<file path="config.mk">
export PLATFORM = sky130hd
export DESIGN_NAME = bcd_conv_sched
export DESIGN_NICKNAME = d
export VERILOG_FILES = /design/src/rtl/bcd_conv_sched.sv
export SDC_FILE = /design/constraint.sdc
export NUM_CORES = 1
export LEC_CHECK = 0
export ABC_AREA = 1
export CORE_ASPECT_RATIO = 0.9
export CORE_MARGIN = 3
export CORE_UTILIZATION = 42
export DETAILED_ROUTE_END_ITERATION = 12
export PLACE_DENSITY_LB_ADDON = 0.3
export SYNTH_ARGS = -nofsm -noshare
export SYNTH_HDL_FRONTEND = slang
export SYNTH_SLANG_ARGS = --single-unit
</file>
<file path="constraint.sdc">
create_clock -name clkin -period 2.4 [get_ports clkin]
set_clock_uncertainty 0.15 [all_clocks]
set_input_delay 0.36 -clock clkin [delete_from_list [all_inputs] [get_ports clkin]]
set_output_delay 0.36 -clock clkin [all_outputs]
set_load 0.05 [all_outputs]
</file>
<file path="src/rtl/bcd_conv_sched.sv">
// Round-robin scheduler sharing one binary-to-BCD converter among NCH channels.
// Latency: req->ack 1 cycle from IDLE; out_valid the cycle after conv_done is seen in WAIT.
// Backpressure: requesters hold req until ack; requests arriving while busy wait for IDLE.
module bcd_conv_sched #(
  parameter int NCH     = 4,
  parameter int DW      = 14,
  parameter int CH_W    = 2,
  parameter int TIMEOUT = 63,
  parameter int MAXVAL  = 9999
) (
  input  logic              clkin,
  input  logic              reset,
  input  logic [NCH-1:0]    req,
  input  logic [NCH*DW-1:0] data_bus,
  output logic [NCH-1:0]    ack,
  output logic              conv_enable,
  output logic [DW-1:0]     conv_data,
  input  logic              conv_done,
  input  logic [3:0]        conv_tho,
  input  logic [3:0]        conv_hun,
  input  logic [3:0]        conv_ten,
  input  logic [3:0]        conv_uni,
  output logic              out_valid,
  output logic [CH_W-1:0]   out_ch,
  output logic [15:0]       out_bcd,
  output logic              out_ovf,
  output logic              busy,
  output logic              timeout_err
);

  // Counter covers both the 2-cycle guard and the WAIT timeout window.
  localparam int CW = (TIMEOUT < 2) ? 1 : $clog2(TIMEOUT + 1);

  typedef enum logic [2:0] {
    IDLE,
    START,
    GUARD,
    WAIT,
    CAPTURE
  } state_t;

  state_t            state;
  state_t            state_nxt;
  logic [CH_W-1:0]   ptr;
  logic [CH_W-1:0]   cur_ch;
  logic              ovf_pend;
  logic [CW-1:0]     cnt;

  logic              gnt_vld;
  logic [CH_W-1:0]   gnt_idx;
  logic [CH_W:0]     scan_c;
  logic [DW-1:0]     sel_val;
  logic [DW-1:0]     chval [NCH];

  logic              do_grant;
  logic              do_capture;
  logic              do_timeout;

  // Split the flat data bus into one value per channel.
  for (genvar i = 0; i < NCH; i++) begin : g_ch
    assign chval[i] = data_bus[i*DW +: DW];
  end

  assign sel_val     = chval[gnt_idx];
  assign conv_enable = (state == START);
  assign busy        = (state != IDLE);

  // Round-robin scan: highest offset first so the nearest requester at/after ptr wins.
  always_comb begin
    gnt_vld = 1'b0;
    gnt_idx = '0;
    scan_c  = '0;
    for (int k = NCH - 1; k >= 0; k--) begin
      scan_c = {1'b0, ptr} + (CH_W+1)'(k);
      if (scan_c >= (CH_W+1)'(NCH)) begin
        scan_c = scan_c - (CH_W+1)'(NCH);
      end
      if (req[scan_c[CH_W-1:0]]) begin
        gnt_vld = 1'b1;
        gnt_idx = scan_c[CH_W-1:0];
      end
    end
  end

  // State register.
  always_ff @(posedge clkin) begin
    if (reset) begin
      state <= IDLE;
    end else begin
      state <= state_nxt;
    end
  end

  // Next-state logic and per-cycle control strobes.
  always_comb begin
    state_nxt  = state;
    do_grant   = 1'b0;
    do_capture = 1'b0;
    do_timeout = 1'b0;
    case (state)
      IDLE: begin
        if (gnt_vld) begin
          do_grant  = 1'b1;
          state_nxt = START;
        end
      end
      START: begin
        state_nxt = GUARD;
      end
      GUARD: begin
        // conv_done still reflects the previous conversion here; ignore it.
        if (cnt == CW'(1)) begin
          state_nxt = WAIT;
        end
      end
      WAIT: begin
        if (conv_done) begin
          do_capture = 1'b1;
          state_nxt  = CAPTURE;
        end else if (cnt == CW'(TIMEOUT - 1)) begin
          do_timeout = 1'b1;
          state_nxt  = IDLE;
        end
      end
      CAPTURE: begin
        state_nxt = IDLE;
      end
      default: begin
        state_nxt = IDLE;
      end
    endcase
  end

  // Cycle counter: zero on every state entry, counts only in GUARD and WAIT.
  always_ff @(posedge clkin) begin
    if (reset) begin
      cnt <= '0;
    end else if (state_nxt != state) begin
      cnt <= '0;
    end else if (state == GUARD || state == WAIT) begin
      cnt <= cnt + 1'b1;
    end else begin
      cnt <= '0;
    end
  end

  // Datapath: grant capture with clamp, result registration, sticky timeout flag.
  // Digits are registered on the edge where done is seen, so out_valid and the
  // digits appear together during the CAPTURE cycle.
  always_ff @(posedge clkin) begin
    if (reset) begin
      ack         <= '0;
      conv_data   <= '0;
      out_valid   <= 1'b0;
      out_ch      <= '0;
      out_bcd     <= '0;
      out_ovf     <= 1'b0;
      timeout_err <= 1'b0;
      ptr         <= '0;
      cur_ch      <= '0;
      ovf_pend    <= 1'b0;
    end else begin
      ack       <= '0;
      out_valid <= 1'b0;
      if (do_grant) begin
        ack    <= NCH'(1) << gnt_idx;
        cur_ch <= gnt_idx;
        ptr    <= (gnt_idx == CH_W'(NCH - 1)) ? '0 : gnt_idx + 1'b1;
        if (sel_val > DW'(MAXVAL)) begin
          conv_data <= DW'(MAXVAL);
          ovf_pend  <= 1'b1;
        end else begin
          conv_data <= sel_val;
          ovf_pend  <= 1'b0;
        end
      end
      if (do_capture) begin
        out_valid <= 1'b1;
        out_bcd   <= {conv_tho, conv_hun, conv_ten, conv_uni};
        out_ch    <= cur_ch;
        out_ovf   <= ovf_pend;
      end
      if (do_timeout) begin
        timeout_err <= 1'b1;
      end
    end
  end

endmodule
</file>
# ---- Word level (Yosys, flattened, before mapping)
# Index checks and enable logic that the tools add are counted.
dict set report totals {
  ff_bits 53
  out_inout_bits 41
}
dict set report classes {
  n_shift 1
  n_reduce_logical 5
  n_lt_le_gt_ge 10
  eq_ne 7
  add_sub_neg 9
  bitwise 3
  mux 39
}
# cell count
set ops {}
lappend ops {{14-bit two-way mux} 3}
lappend ops {{14-bit binary-select mux with 2-bit select} 1}
lappend ops {{2-bit two-way mux} 9}
lappend ops {{1-bit two-way mux} 17}
lappend ops {{14-bit greater-than comparator, second input constant} 1}
lappend ops {{3-bit greater-or-equal comparator, second input constant} 4}
lappend ops {{2-bit by 3-bit less-than comparator with 1-bit output, second input constant} 4}
lappend ops {{3-bit two-way mux} 4}
lappend ops {{3-bit case mux with 4 select lines} 1}
lappend ops {{1-bit binary-select mux with 2-bit select} 4}
lappend ops {{2-bit by 1-bit subtractor with 2-bit output, second input constant} 4}
lappend ops {{2-bit by 2-bit adder with 3-bit output, second input constant} 2}
lappend ops {{6-bit by 1-bit adder with 6-bit output, second input constant} 1}
lappend ops {{3-bit by 2-bit == test with 1-bit output, second input constant} 2}
lappend ops {{6-bit by 1-bit == test with 1-bit output, second input constant} 1}
lappend ops {{6-bit == test, second input constant} 1}
lappend ops {{1-bit by 2-bit << shifter with 4-bit output, first input constant} 1}
lappend ops {{2-bit by 1-bit adder with 3-bit output, second input constant} 1}
lappend ops {{3-bit by 1-bit == test with 1-bit output, second input constant} 1}
lappend ops {{2-bit by 3-bit greater-or-equal comparator with 1-bit output, second input constant} 1}
lappend ops {{3-bit logical NOT} 1}
lappend ops {{3-bit != test} 1}
lappend ops {{2-bit NOT with 3-bit output} 1}
lappend ops {{3-bit nonzero test} 1}
lappend ops {{6 further kinds} 7}

# ---- Longest topological paths before layout
dict set report depth {
  word_depth 15
  mapped_depth 21
}

# ---- Least setup slack after synthesis
# No wires, ideal clock.
dict set report synth_timing {
  kind {register to register}
  startpoint {register ptr[0]}
  endpoint {register conv_data[12]}
  n_path_buf 3
  path_stages_with_launch 21
  path_slack_ns 0.220
  arrival_ns 1.917
  required_time_ns 2.137
  cell_sequence {dfxtp_1 -> buf_6 -> nand2_1 -> o21ai_1 -> nand2_2 -> nand3_2 -> nand2_2 -> nand2_4 -> nand2_8 -> buf_8 -> nand2_1 -> nand3_1 -> nand2_1 -> nand2_1 -> nor2_1 -> nand2_1 -> nand3_2 -> nand2_2 -> buf_6 -> nand3_2 -> nand2_1}
}
dict set report synth_via {
  elab_chain_cells 15
}
# element line
set synth_lines {}
lappend synth_lines {{from (decl)} 44} ;# logic [CH_W-1:0] ptr;
lappend synth_lines {{from (signal assigned)} 168} ;# ptr <= (gnt_idx == CH_W'(NCH - 1)) ? '0 : gnt_idx + 1'b1;
lappend synth_lines {{2-bit by 2-bit adder with 3-bit output} 74} ;# scan_c = {1'b0, ptr} + (CH_W+1)'(k);
lappend synth_lines {{3-bit greater-or-equal comparator or 2-bit by 1-bit subtractor with 2-bit output (tied branches)} {75, 76}}
lappend synth_lines {{2-bit two-way mux} 75} ;# if (scan_c >= (CH_W+1)'(NCH)) begin
lappend synth_lines {{1-bit binary-select mux with 2-bit select} 78} ;# if (req[scan_c[CH_W-1:0]]) begin
lappend synth_lines {{1-bit two-way mux (implied by the code)} 78}
lappend synth_lines {{2-bit two-way mux (4 in series)} 78}
lappend synth_lines {{2-bit NOT with 3-bit output (implied by the code)} 64} ;# assign sel_val = chval[gnt_idx];
lappend synth_lines {{14-bit binary-select mux with 2-bit select} 64}
lappend synth_lines {{14-bit two-way mux (implied by the code) (2 in series)} 64}
lappend synth_lines {{14-bit greater-than comparator} 169} ;# if (sel_val > DW'(MAXVAL)) begin
lappend synth_lines {{14-bit two-way mux} 169}
lappend synth_lines {{to (signal assigned)} 170} ;# conv_data <= DW'(MAXVAL);
lappend synth_lines {{to (signal assigned)} 173} ;# conv_data <= sel_val;
lappend synth_lines {{to (decl)} 17} ;# output logic [DW-1:0] conv_data,
# Several ways; a longest one is shown, not always the timed one. The select of a mux whose other input is x is not followed.
# A chain may end at the register's enable or synchronous reset.

# ---- Worst setup path after layout
dict set report layout_timing {
  startpoint {register ptr[0]}
  endpoint {register conv_data[7]}
}
# The elaborated chain is that of the path after synthesis.

==> key figures <==
Timing
  • Final Critical Period: 2.58 ns
  • Slew @ Worst Pin: just under 0.6 ns
  • Fmax: 388 MHz
  • Final Max Slew Viols: 0
  • Tcrit/Tclk final: 107%
  • Final Hold Fails: 0
  • Worst slew margin: 59.9%
  • RSZ-0062 raised after global routing: true
  • # setup viols final: 19
  • PnR worst setup slack: -0.177 ns

Drt
  • Post-DRT Antenna Nets: 0
  • DR vias: 3418
  • DR DRC count: 0
  • Final wirelength: 10900 um
  • Initial drt markers: ~230
  • WL met1: 4070 um
  • Metal2 WL: 5500 um
  • DR WL met3: between 800 and 900 um
  • Wire per inst: 16.8 um
  • Via density per instance: 5.27
  • Top Metal Used: met4
  • Router iterations before antenna repair: 5

Clock tree
  • Clk_lat worst skew: 0.31 ns
  • Worst-case clock buffer depth: 2
  • CTS tree: done
  • Clock sinks: 53
  • CTS Root Cell: clkbuf_8
  • Total CTS buffers: 5
  • Clock Pin Slew Worst Setup and Hold Paths: 0.10 ns
  • Hold buffer count at cts: 0
  • Htree depth: 2

Global routing
  • Vias in the first global route: roughly 3400
  • Pin count of the biggest net entering global routing: 20
  • First-pass GRT wire length: ~15000 um
  • Initial antenna violation count: 0
  • Total gr overflow: 0
  • GRT Total Usage: 24.7%

Placement
  • Routability cong.: ~0.9
  • Cells after DPL: 609
  • Dpl hpwl: 6340 um
  • Port buffer count: 119
  • Post-place setup slack: -0.495 ns

Yosys
  • Syn nets: approximately 460
  • Top_reg_cell synth: dfxtp_1
  • Cell with the most instances after synthesis: nand2_1
  • Post-Synthesis Cells: 379
  • Asr flop ratio synth: 0%
  • Seq/Total Area, Yosys: 38.3%
  • Mapped Area: ~2800 um2
  • Post-synth EDFFs: 0
  • Synth area leader: dfxtp_1
  • Synth top area cells: dfxtp_1 38%, nand2_1 11%, inv_1 6.6%
  • Avg Cell Area, Syn: approximately 7.3 um2
  • Synth top area share: roughly two fifths
  • Commonest cells in the netlist: 83 x nand2_1, 53 x dfxtp_1, 49 x inv_1, 36 x nand3_1, 34 x nor2_1
  • Synth Warn #: 0
  • Distinct cell type count of the synthesized netlist: 39
  • Yosys reg bits: 53

Layout
  • FILL cells: 385
  • Final std cells w/o fill: 649
  • Share of cells above drive strength 1: 29.4%
  • Area grow syn2layout: 81.7%
  • Antenna diode count: 0
  • Fin nets: between 600 and 700

Setup path
  • Req. time, crit path: roughly 2.5 ns
  • Peak fanout along the critical path: 7
  • CP Launch Type: flop
  • Arrival time at the worst endpoint: 2.63 ns
  • CP Class: reg2reg
  • Crit end category: flop

Power
  • PD cells: 1360 nW/um2
  • Peak supply drop: 0.781 mV
  • Power Total: 0.00687 W
  • LEAKAGE: 2.21 nW

Run
  • Number of max-cap violations: 0

Floorplanning
  • Die area: between 7000 and 8000 um2
  • Core area: ~6200 um2
  • Die extent in y: 83.0 um
  • Initial Util: 44.3%
  • Die width: between 90 and 100 um
  • FP Rows: 27
  • I/O pins: 120

Worst hold path
  • Worst hold-check path type: reg2reg

Status
  • Status: complete, but fails checks
  • Failing checks: setup timing
-- through the flow --
stage                     instance area, um2  hold slack [ns]  TNS (ns)  utilization (%)
after floorplan                         2770            0.288         0                -
after global placement                  4280            0.289     -5.35             68.5
after detailed placement                4280            0.304     -7.78             68.5
after CTS                               4790            0.321  -0.00703             76.6
after global routing                    5030            0.337     -4.14             80.5
final                                   5030            0.319     -2.18             80.5
-- critical path, cell delays in order, from the launching register on --
cell and delay [ns]:
dfxtp_4 0.39, buf_8 0.15, xnor2_4 0.17, nand2_2 0.11, buf_4 0.15, nand3b_1 0.11, nand2_2 0.08, nand2_4 0.12
buf_12 0.14, nand3_2 0.09, nand2_2 0.07, nand2_1 0.06, nor2_2 0.12, nand2_2 0.08, nand3_2 0.11, nand2_4 0.09
buf_4 0.14, nand3_1 0.06, nand2_1 0.06
-- kinds of logic after synthesis --
logic type	count (synthesis)	share of synthesized area, %
compound gates	66	16.8
xor+xnor	4	1.27
fa+ha+maj	4	1.81
buf+inv	73	11.8
flops	53	38.3
simple gates	179	30.0
-- worst paths after layout --
kind                                                  from                    endpoint  slack [ns]  cells past startpoint
worst max-delay path                   ptr[0]$_SDFFE_PP0P_   conv_data[7]$_SDFFE_PP0P_       -0.18                     18
worst min-delay path            conv_data[12]$_SDFFE_PP0P_  conv_data[12]$_SDFFE_PP0P_        0.32                      2
worst max register to register         ptr[0]$_SDFFE_PP0P_   conv_data[7]$_SDFFE_PP0P_       -0.18                     18
worst min register to register  conv_data[12]$_SDFFE_PP0P_  conv_data[12]$_SDFFE_PP0P_        0.32                      2
-- repair_timing --
action | in CTS | in global routing
gates resized for setup | 43 | 51
gates cloned | 5 | 0
pin swaps | 3 | 24
buffers inserted | 19 | 8
endpoints found under the setup margin | 15 | 21
-- report_power, final --
group / switching (W) / leakage [nW] / total [W] / internal, W
logic: 0.00277 / 1.72 / 0.00504 / 0.00227
registers: 0.000135 / 0.434 / 0.00120 / 0.00107
clock network: 0.000311 / 0.0554 / 0.000624 / 0.000314
-- routing by layer --
metal / GRT usage (%) / vias up
met2: 43.6 / 193
li1: - / 1595
met4: 9.45 / 0
met5: 0 / -
met3: 6.61 / 46
met1: 28.2 / 1584
-- layout make-up --
| cell class | count | area, um2 | area share (%) |
|---|---|---|---|
| Clock inverter | 2 | 38.8 | 0.771 |
| Tap cell | 87 | 109 | 2.16 |
| Clock buffer | 6 | 72.6 | 1.44 |
| Sequential cell | 53 | 1070 | 21.2 |
| Inverter | 57 | 226 | 4.50 |
| Multi-Input combinational cell | 255 | 1660 | 33.1 |
| Timing Repair Buffer | 189 | 1850 | 36.8 |
-- registers in the layout, indices dropped and copies added, names as in the netlist --
signal and flops:
conv_data 14, state 3, out_ovf 1, ptr 2, ovf_pend 1, ack 4
timeout_err 1, out_ch 2, cnt 6, out_bcd 16, cur_ch 2, out_valid 1
-- layout by cell type (no fill, tap or decap), drive strengths merged, types with 2 or more instances in the layout --
cell type | Yosys | routed
nor3 | 4 | 4
o211ai | 2 | 2
xor2 | 2 | 2
nor2 | 35 | 35
nand4 | 2 | 2
xnor2 | 2 | 2
ha | 4 | 4
clkbuf | 5 | 6
dlygate4sd2 | 0 | 3
clkinv | 2 | 2
a21oi | 20 | 20
dfxtp | 53 | 53
o21ai | 20 | 20
inv | 55 | 56
clkdlybuf4s50 | 0 | 115
nand3b | 5 | 5
nand2 | 90 | 92
buf | 11 | 70
a32o | 4 | 4
nand3 | 41 | 41
a22o | 17 | 17
Note: power is estimated with default switching activity, not from simulation.
